`config.mk`:
```
export PLATFORM = sky130hd
export DESIGN_NAME = mem_port_arbiter
export DESIGN_NICKNAME = d
export VERILOG_FILES = /design/src/rtl/mem_port_arbiter.sv
export SDC_FILE = /design/constraint.sdc
export NUM_CORES = 1
export LEC_CHECK = 0
export CAP_MARGIN = 0
export CORE_AREA = 2 2 96 98
export DETAILED_ROUTE_END_ITERATION = 8
export DIE_AREA = 0 0 98 100
export GPL_TIMING_DRIVEN = 0
export PLACE_DENSITY_LB_ADDON = 0.05
export SETUP_SLACK_MARGIN = 0.4
export SLEW_MARGIN = 5
export SYNTH_ARGS = -nofsm -noshare
export SYNTH_HDL_FRONTEND = slang
export SYNTH_SLANG_ARGS = --single-unit
```
`constraint.sdc`:
```
create_clock -name clk_i -period 2.7 [get_ports clk_i]
set_input_delay 0.405 -clock clk_i [delete_from_list [all_inputs] [get_ports clk_i]]
set_output_delay 0.405 -clock clk_i [all_outputs]
set_load 0.02 [all_outputs]
```
`src/rtl/mem_port_arbiter.sv`:
```
// Purpose: shares one single-port sync RAM between fetch (if_*) and load/store (d_*), data first, fetch anti-starvation.
// Latency: grant is combinational in the request cycle; read data returns exactly one cycle after the grant.
// Backpressure: an ungranted requester holds req/addr/wdata; stall_if/stall_d flag the denied requester.
module mem_port_arbiter #(
  parameter int MEM_AW   = 12,
  parameter int MAX_WAIT = 4
) (
  input  logic              clk_i,
  input  logic              rst_ni,
  input  logic              if_req_i,
  input  logic [31:0]       if_addr_i,
  output logic              if_gnt_o,
  output logic              if_rvalid_o,
  output logic [31:0]       if_rdata_o,
  input  logic              d_req_i,
  input  logic              d_we_i,
  input  logic [31:0]       d_addr_i,
  input  logic [31:0]       d_wdata_i,
  output logic              d_gnt_o,
  output logic              d_rvalid_o,
  output logic [31:0]       d_rdata_o,
  output logic [MEM_AW-1:0] mem_addr_o,
  output logic              mem_we_o,
  output logic [31:0]       mem_wdata_o,
  input  logic [31:0]       mem_rdata_i,
  output logic              stall_if_o,
  output logic              stall_d_o
);

  typedef enum logic [1:0] {
    OWN_NONE = 2'd0,
    OWN_IF   = 2'd1,
    OWN_D    = 2'd2
  } owner_e;

  localparam logic [3:0] MAX_WAIT_C = 4'(MAX_WAIT);

  logic [3:0] wait_cnt_q, wait_cnt_d;
  owner_e     rd_owner_q, rd_owner_d;
  logic       if_gnt, d_gnt;

  // Address bits outside the RAM word index are intentionally ignored.
  logic unused_addr_bits;
  assign unused_addr_bits = ^{if_addr_i[31:MEM_AW+2], if_addr_i[1:0],
                              d_addr_i[31:MEM_AW+2], d_addr_i[1:0]};

  // Arbitration: data wins unless fetch has waited MAX_WAIT cycles; nothing is granted while in reset.
  always_comb begin
    if_gnt = 1'b0;
    d_gnt  = 1'b0;
    if (rst_ni) begin
      if (if_req_i && (!d_req_i || (wait_cnt_q == MAX_WAIT_C))) begin
        if_gnt = 1'b1;
      end else if (d_req_i) begin
        d_gnt = 1'b1;
      end
    end
  end

  // RAM drive follows the winner; idle cycles park address/wdata at zero.
  always_comb begin
    mem_addr_o  = '0;
    mem_we_o    = 1'b0;
    mem_wdata_o = '0;
    if (if_gnt) begin
      mem_addr_o = if_addr_i[MEM_AW+1:2];
    end else if (d_gnt) begin
      mem_addr_o  = d_addr_i[MEM_AW+1:2];
      mem_we_o    = d_we_i;
      mem_wdata_o = d_wdata_i;
    end
  end

  // Next-state for the starvation counter and the outstanding-read owner.
  always_comb begin
    wait_cnt_d = wait_cnt_q;
    if (if_gnt || !if_req_i) begin
      wait_cnt_d = '0;
    end else if (wait_cnt_q != MAX_WAIT_C) begin
      wait_cnt_d = wait_cnt_q + 4'd1;
    end
    rd_owner_d = OWN_NONE;
    if (if_gnt) begin
      rd_owner_d = OWN_IF;
    end else if (d_gnt && !d_we_i) begin
      rd_owner_d = OWN_D;
    end
  end

  // State registers; reset drops any outstanding read so no rvalid follows reset.
  always_ff @(posedge clk_i or negedge rst_ni) begin
    if (!rst_ni) begin
      wait_cnt_q <= '0;
      rd_owner_q <= OWN_NONE;
    end else begin
      wait_cnt_q <= wait_cnt_d;
      rd_owner_q <= rd_owner_d;
    end
  end

  assign if_gnt_o    = if_gnt;
  assign d_gnt_o     = d_gnt;
  assign stall_if_o  = if_req_i & ~if_gnt;
  assign stall_d_o   = d_req_i & ~d_gnt;
  assign if_rvalid_o = (rd_owner_q == OWN_IF);
  assign d_rvalid_o  = (rd_owner_q == OWN_D);
  assign if_rdata_o  = if_rvalid_o ? mem_rdata_i : 32'd0;
  assign d_rdata_o   = d_rvalid_o ? mem_rdata_i : 32'd0;

endmodule

```
Word level (Yosys, flattened, before mapping). Index checks and enable logic that the tools add are counted.

Muxes and demuxes: 17. Bitwise logic cells: 4. Reduce and logical (&&, ||, !) cells: 8. Equal/unequal tests: 4. Add/sub/neg operators: 1.

Operators by type and width (count): $mux W32 (4); $mux W12 (2); $mux W4 (2); $mux W1 (7); $add A4 B1 Y4 const B (1); $eq A4 B3 Y1 const B (1); $mux W2 (2); $ne A4 B3 Y1 const B (1); $logic_not A1 Y1 (3); $and A1 B1 Y1 (2); $eq A2 B1 Y1 const B (1); $eq A2 B2 Y1 const B (1); $logic_and A1 B1 Y1 (2); $logic_or A1 B1 Y1 (2); $not A1 Y1 (2); $reduce_bool A2 Y1 (1).

Input port bits: 133. Register bits after elaboration: 6. Output and inout bits: 115. Word-level logic and storage cells: 36.

Depth between registers and ports, before layout.
Depth after elaboration: 8. Mapped depth: 7.

Worst setup path after synthesis. No wires, ideal clock.

Kind: register -> output. Start point: register wait_cnt_q[0]. End point: output port mem_addr_o[10]. Slack: 0.753 ns. Data arrival time: 1.542 ns. Cell stages (with the launch flop): 7. Buffers on the path: 1. Required time: 2.295 ns. Cell sequence: dfrtp_1 -> inv_1 -> ha_1 -> nand3b_1 -> a211oi_2 -> buf_6 -> a22o_1.

Elaborated cells on any way between the ends: 9.

RTL lines: from (decl) (RTL line 38) `logic [3:0] wait_cnt_q, wait_cnt_d;`; from (signal assigned) (RTL line 96) `wait_cnt_q <= wait_cnt_d;`; $eq A4 B3 Y1 (RTL line 52) `if (if_req_i && (!d_req_i || (wait_cnt_q == MAX_WAIT_C))) begin`; $logic_or A1 B1 Y1 (RTL line 52); $logic_and A1 B1 Y1 (RTL line 52); $mux W1 (RTL line 52); $mux W1 (RTL line 51) `if (rst_ni) begin`; via if_gnt_o (RTL line 12) `output logic if_gnt_o,`; $mux W12 (RTL line 65) `if (if_gnt) begin`; to (decl) (RTL line 22) `output logic [MEM_AW-1:0] mem_addr_o,`.

The timed path passes the listed nets, and every way through them passes these cells.

Worst setup path after layout.
Start point: register wait_cnt_q[0]. End point: output port mem_addr_o[7].

Longest elaborated chain between the ends: 7. Elaborated cells on any way between the ends: 9.

RTL lines: $eq A4 B3 Y1 * (RTL line 52); $logic_or A1 B1 Y1 * (RTL line 52); $logic_and A1 B1 Y1 * (RTL line 52); $mux W1 (RTL line 52); $mux W1 (RTL line 51); $mux W12 (RTL line 67) `end else if (d_gnt) begin`; $mux W12 * (RTL line 65).

Every way passes the cells marked *; elsewhere a longest branch is shown, timed or not.

==> impl_metrics.py <==
metrics = {
    "routing": {
        "drtPass1Iterations": 4,
        "initialDrtViolationCount": 23,
        "postRouteWirelength_um": 5756,
        "wl_per_cell_um": 11.75,
        "drc": 0,
        "vias": 1896,
        "drtAntennaViolNets": 0,
        "viasPerCell": 3.869,
    },
    "synth": {
        "synthesis.area_um2": 1142,
        "synthFlopType": "dfrtp_1",
        "synth_cell_type_count": 23,
        "async_reset_ff_share_pct": 100.0,
        "synth_area_leaders": "and2_1 53%, dfrtp_1 13%, a22o_1 9.2%, buf_6 3.9%, ha_1 2.2%",
        "synthTopCellsByCount": "97 x and2_1, 12 x a22o_1, 6 x clkbuf_1, 6 x dfrtp_1, 5 x inv_1",
        "netlist.top_cell.by_area": "and2_1",
        "synth_edf_count": 0,
        "ys_warn_count": 0,
        "syn_avg_cell_area_um2": 7.276,
        "synth_seq_cells": 6,
        "syn_inst": 157,
        "synth_top_area_share_pct": 53.12,
        "synth_nets": 292,
        "synth-seq-area-share_pct": 13.14,
        "synthMostInstantiatedCell": "and2_1",
    },
    "global_route": {
        "grt_pass1_wl_um": 8473,
        "grt_pass1_vias": 1698,
        "grt_use_met2_pct": 19.44,
        "overflow": 0,
        "antenna_found_initial": 0,
        "top_usage_layer": "met2",
        "use_met1_pct": 11.33,
        "grt_usage_pct": 10.51,
        "grt_max_degree": 11,
        "grt_use_met3_pct": 4.387,
    },
    "finish": {
        "antennaDiodeCount": 0,
        "fin_util_pct": 39.35,
        "nFillCells": 912,
        "drive_above_1_share_pct": 21.37,
        "final_nets": 516,
        "synthToLayoutAreaGrowth_pct": 206.2,
        "stdcell_area_um2": 3498,
    },
    "job": {
        "cap_viol_max_count": 0,
    },
    "critical_path": {
        "cp.arrival_ns": 1.89,
        "endpoint_kind": "output pin",
        "setup.worst_path.start_class": "register",
        "worst-endpoint-required_ns": 2.30,
        "worstSetupPathType": "register to output pin",
        "path_max_fanout": 5,
    },
    "clocking": {
        "clk_pin_slew_ns": 0.04,
        "cts_made_buffers": 3,
        "clock_latency_ns": 0.22,
        "htree_levels": 1,
        "cts_tree": "yes",
        "hold_buffers": 0,
        "cts_buffer_depth": 2,
        "root_buffer": "clkbuf_8",
        "cts.sinks": 6,
    },
    "status": {
        "status": "completed",
    },
    "placed_design": {
        "place_area_um2": 3353,
        "gp_congestion": 0.7464,
        "dp_hpwl_um": 4972,
        "io_buffers": 207,
    },
    "floorplanning": {
        "io_pins": 248,
        "initial_core_util_pct": 12.85,
        "rows": 35,
        "die_x_um": 98,
        "die-area_um2": 9800,
        "core_um2": 8890,
        "die_h_um": 100,
    },
    "timing": {
        "fmax_mhz": 436.0,
        "period_needed_ns": 2.294,
        "setup_viol": 0,
        "min_period_over_period_pct": 84.96,
        "skew_ns": 0.003934,
        "slew_violations": 0,
        "finalHoldViolCount": 0,
        "maxSlewHeadroom_pct": 76.89,
        "tightest_slew_ns": 0.3467,
        "rsz0062_at_grt": "true",
    },
    "power_and_ir_drop": {
        "pwr_density_cell_nw_per_um2": 190.5,
        "p_leak_uw": 0.001759,
        "power_uw": 666.4,
        "ir_drop_uv": 105.4,
    },
    "worst_hold_path": {
        "worstHoldPathType": "input port to asynchronous set/reset pin",
    },
}
layer usage:
layer	share of wire [%]	wire [um]	up-vias
li1	-	-	943
met1	36	2074	819
met2	50	2899	132
met3	13	765	2
met4	0.28	16	0
met5	0	0	-
power by group:
| group | total, uW | switching (uW) | internal, uW |
|---|---|---|---|
| clock | 131 | 35.1 | 95.5 |
| combinational | 437 | 178 | 258 |
| sequential | 99.1 | 4.23 | 94.9 |
timing repair:
action / 4_1_cts / 5_1_grt
setup buffers: 8 / 3
gates cloned: 1 / 0
gates resized for setup: 175 / 48
endpoints found under the setup margin: 109 / 90
pin swaps: 2 / 8
sequential cells by signal, indices dropped and copies added, names as in the netlist:
register and count:
wait_cnt_q 4, rd_owner_q 2
kinds of logic (layout without fill, tap and decap cells):
group	count (synthesis)	count (layout)	share of synthesized area [%]
compound gates	16	16	12.60
xor+xnor	1	1	0.7668
fa+ha+maj	2	2	2.190
buf+inv	17	239	8.433
flops	6	6	13.14
mux	2	2	1.753
simple gates	113	113	61.12
through the flow:
step	TNS (ns)	std cells	setup slack, ns	hold slack (ns)
5_1_grt	0	490	0.3319	0.2166
2_1_floorplan	0	157	0.7529	0.1094
6_report	0	490	0.4062	0.1923
4_1_cts	0	487	0.2475	0.2071
3_5_place_dp	-6.909	475	-0.2889	0.6264
3_3_place_gp	-5.644	475	-0.2599	0.6250
final timing paths:
kind                                            from                   endpoint  slack [ns]  cells past startpoint
min                                           rst_ni  wait_cnt_q[1]$_DFFE_PN0P_        0.19                      1
min reg2reg                wait_cnt_q[2]$_DFFE_PN0P_  wait_cnt_q[2]$_DFFE_PN0P_        0.63                      2
min in group clk_i         wait_cnt_q[2]$_DFFE_PN0P_  wait_cnt_q[2]$_DFFE_PN0P_        0.63                      2
max                        wait_cnt_q[0]$_DFFE_PN0P_              mem_addr_o[7]        0.41                      8
max in group asynchronous                     rst_ni    rd_owner_q[0]$_DFF_PN0_        2.25                      1
max reg2reg                wait_cnt_q[0]$_DFFE_PN0P_    rd_owner_q[0]$_DFF_PN0_        1.07                      8
critical path, cell delays in order (launching register included):
cell,delay [ns]
dfrtp_1,0.39
inv_2,0.09
ha_4,0.14
nand3b_1,0.16
a211oi_4,0.33
buf_4,0.16
buf_6,0.10
a22o_1,0.16
buf_6,0.13
cell type report:
type                       instances  area (um^2)  area share, %
clock buffer                       3        41.29          1.180
buffer                            12        92.59          2.647
tap                              111        138.9          3.970
inverter                           5        18.77         0.5365
timing repair buffer             219         2122          60.66
sequential                         6        150.1          4.292
multi-input combinational        134        934.6          26.72
layout by cell type, fill, tap and decap left out, types with 4 or more instances in the layout:
cell type and instances:
clkdlybuf4s50_1 140, dfrtp_1 6, buf_2 23, buf_6 12
dlygate4sd2_1 5, and2_1 97, clkdlybuf4s15_2 17, dlymetal6s2s_1 16
buf_4 10, clkbuf_2 4, a22o_1 12
No activity file was read; power rests on OpenSTA's default activity.
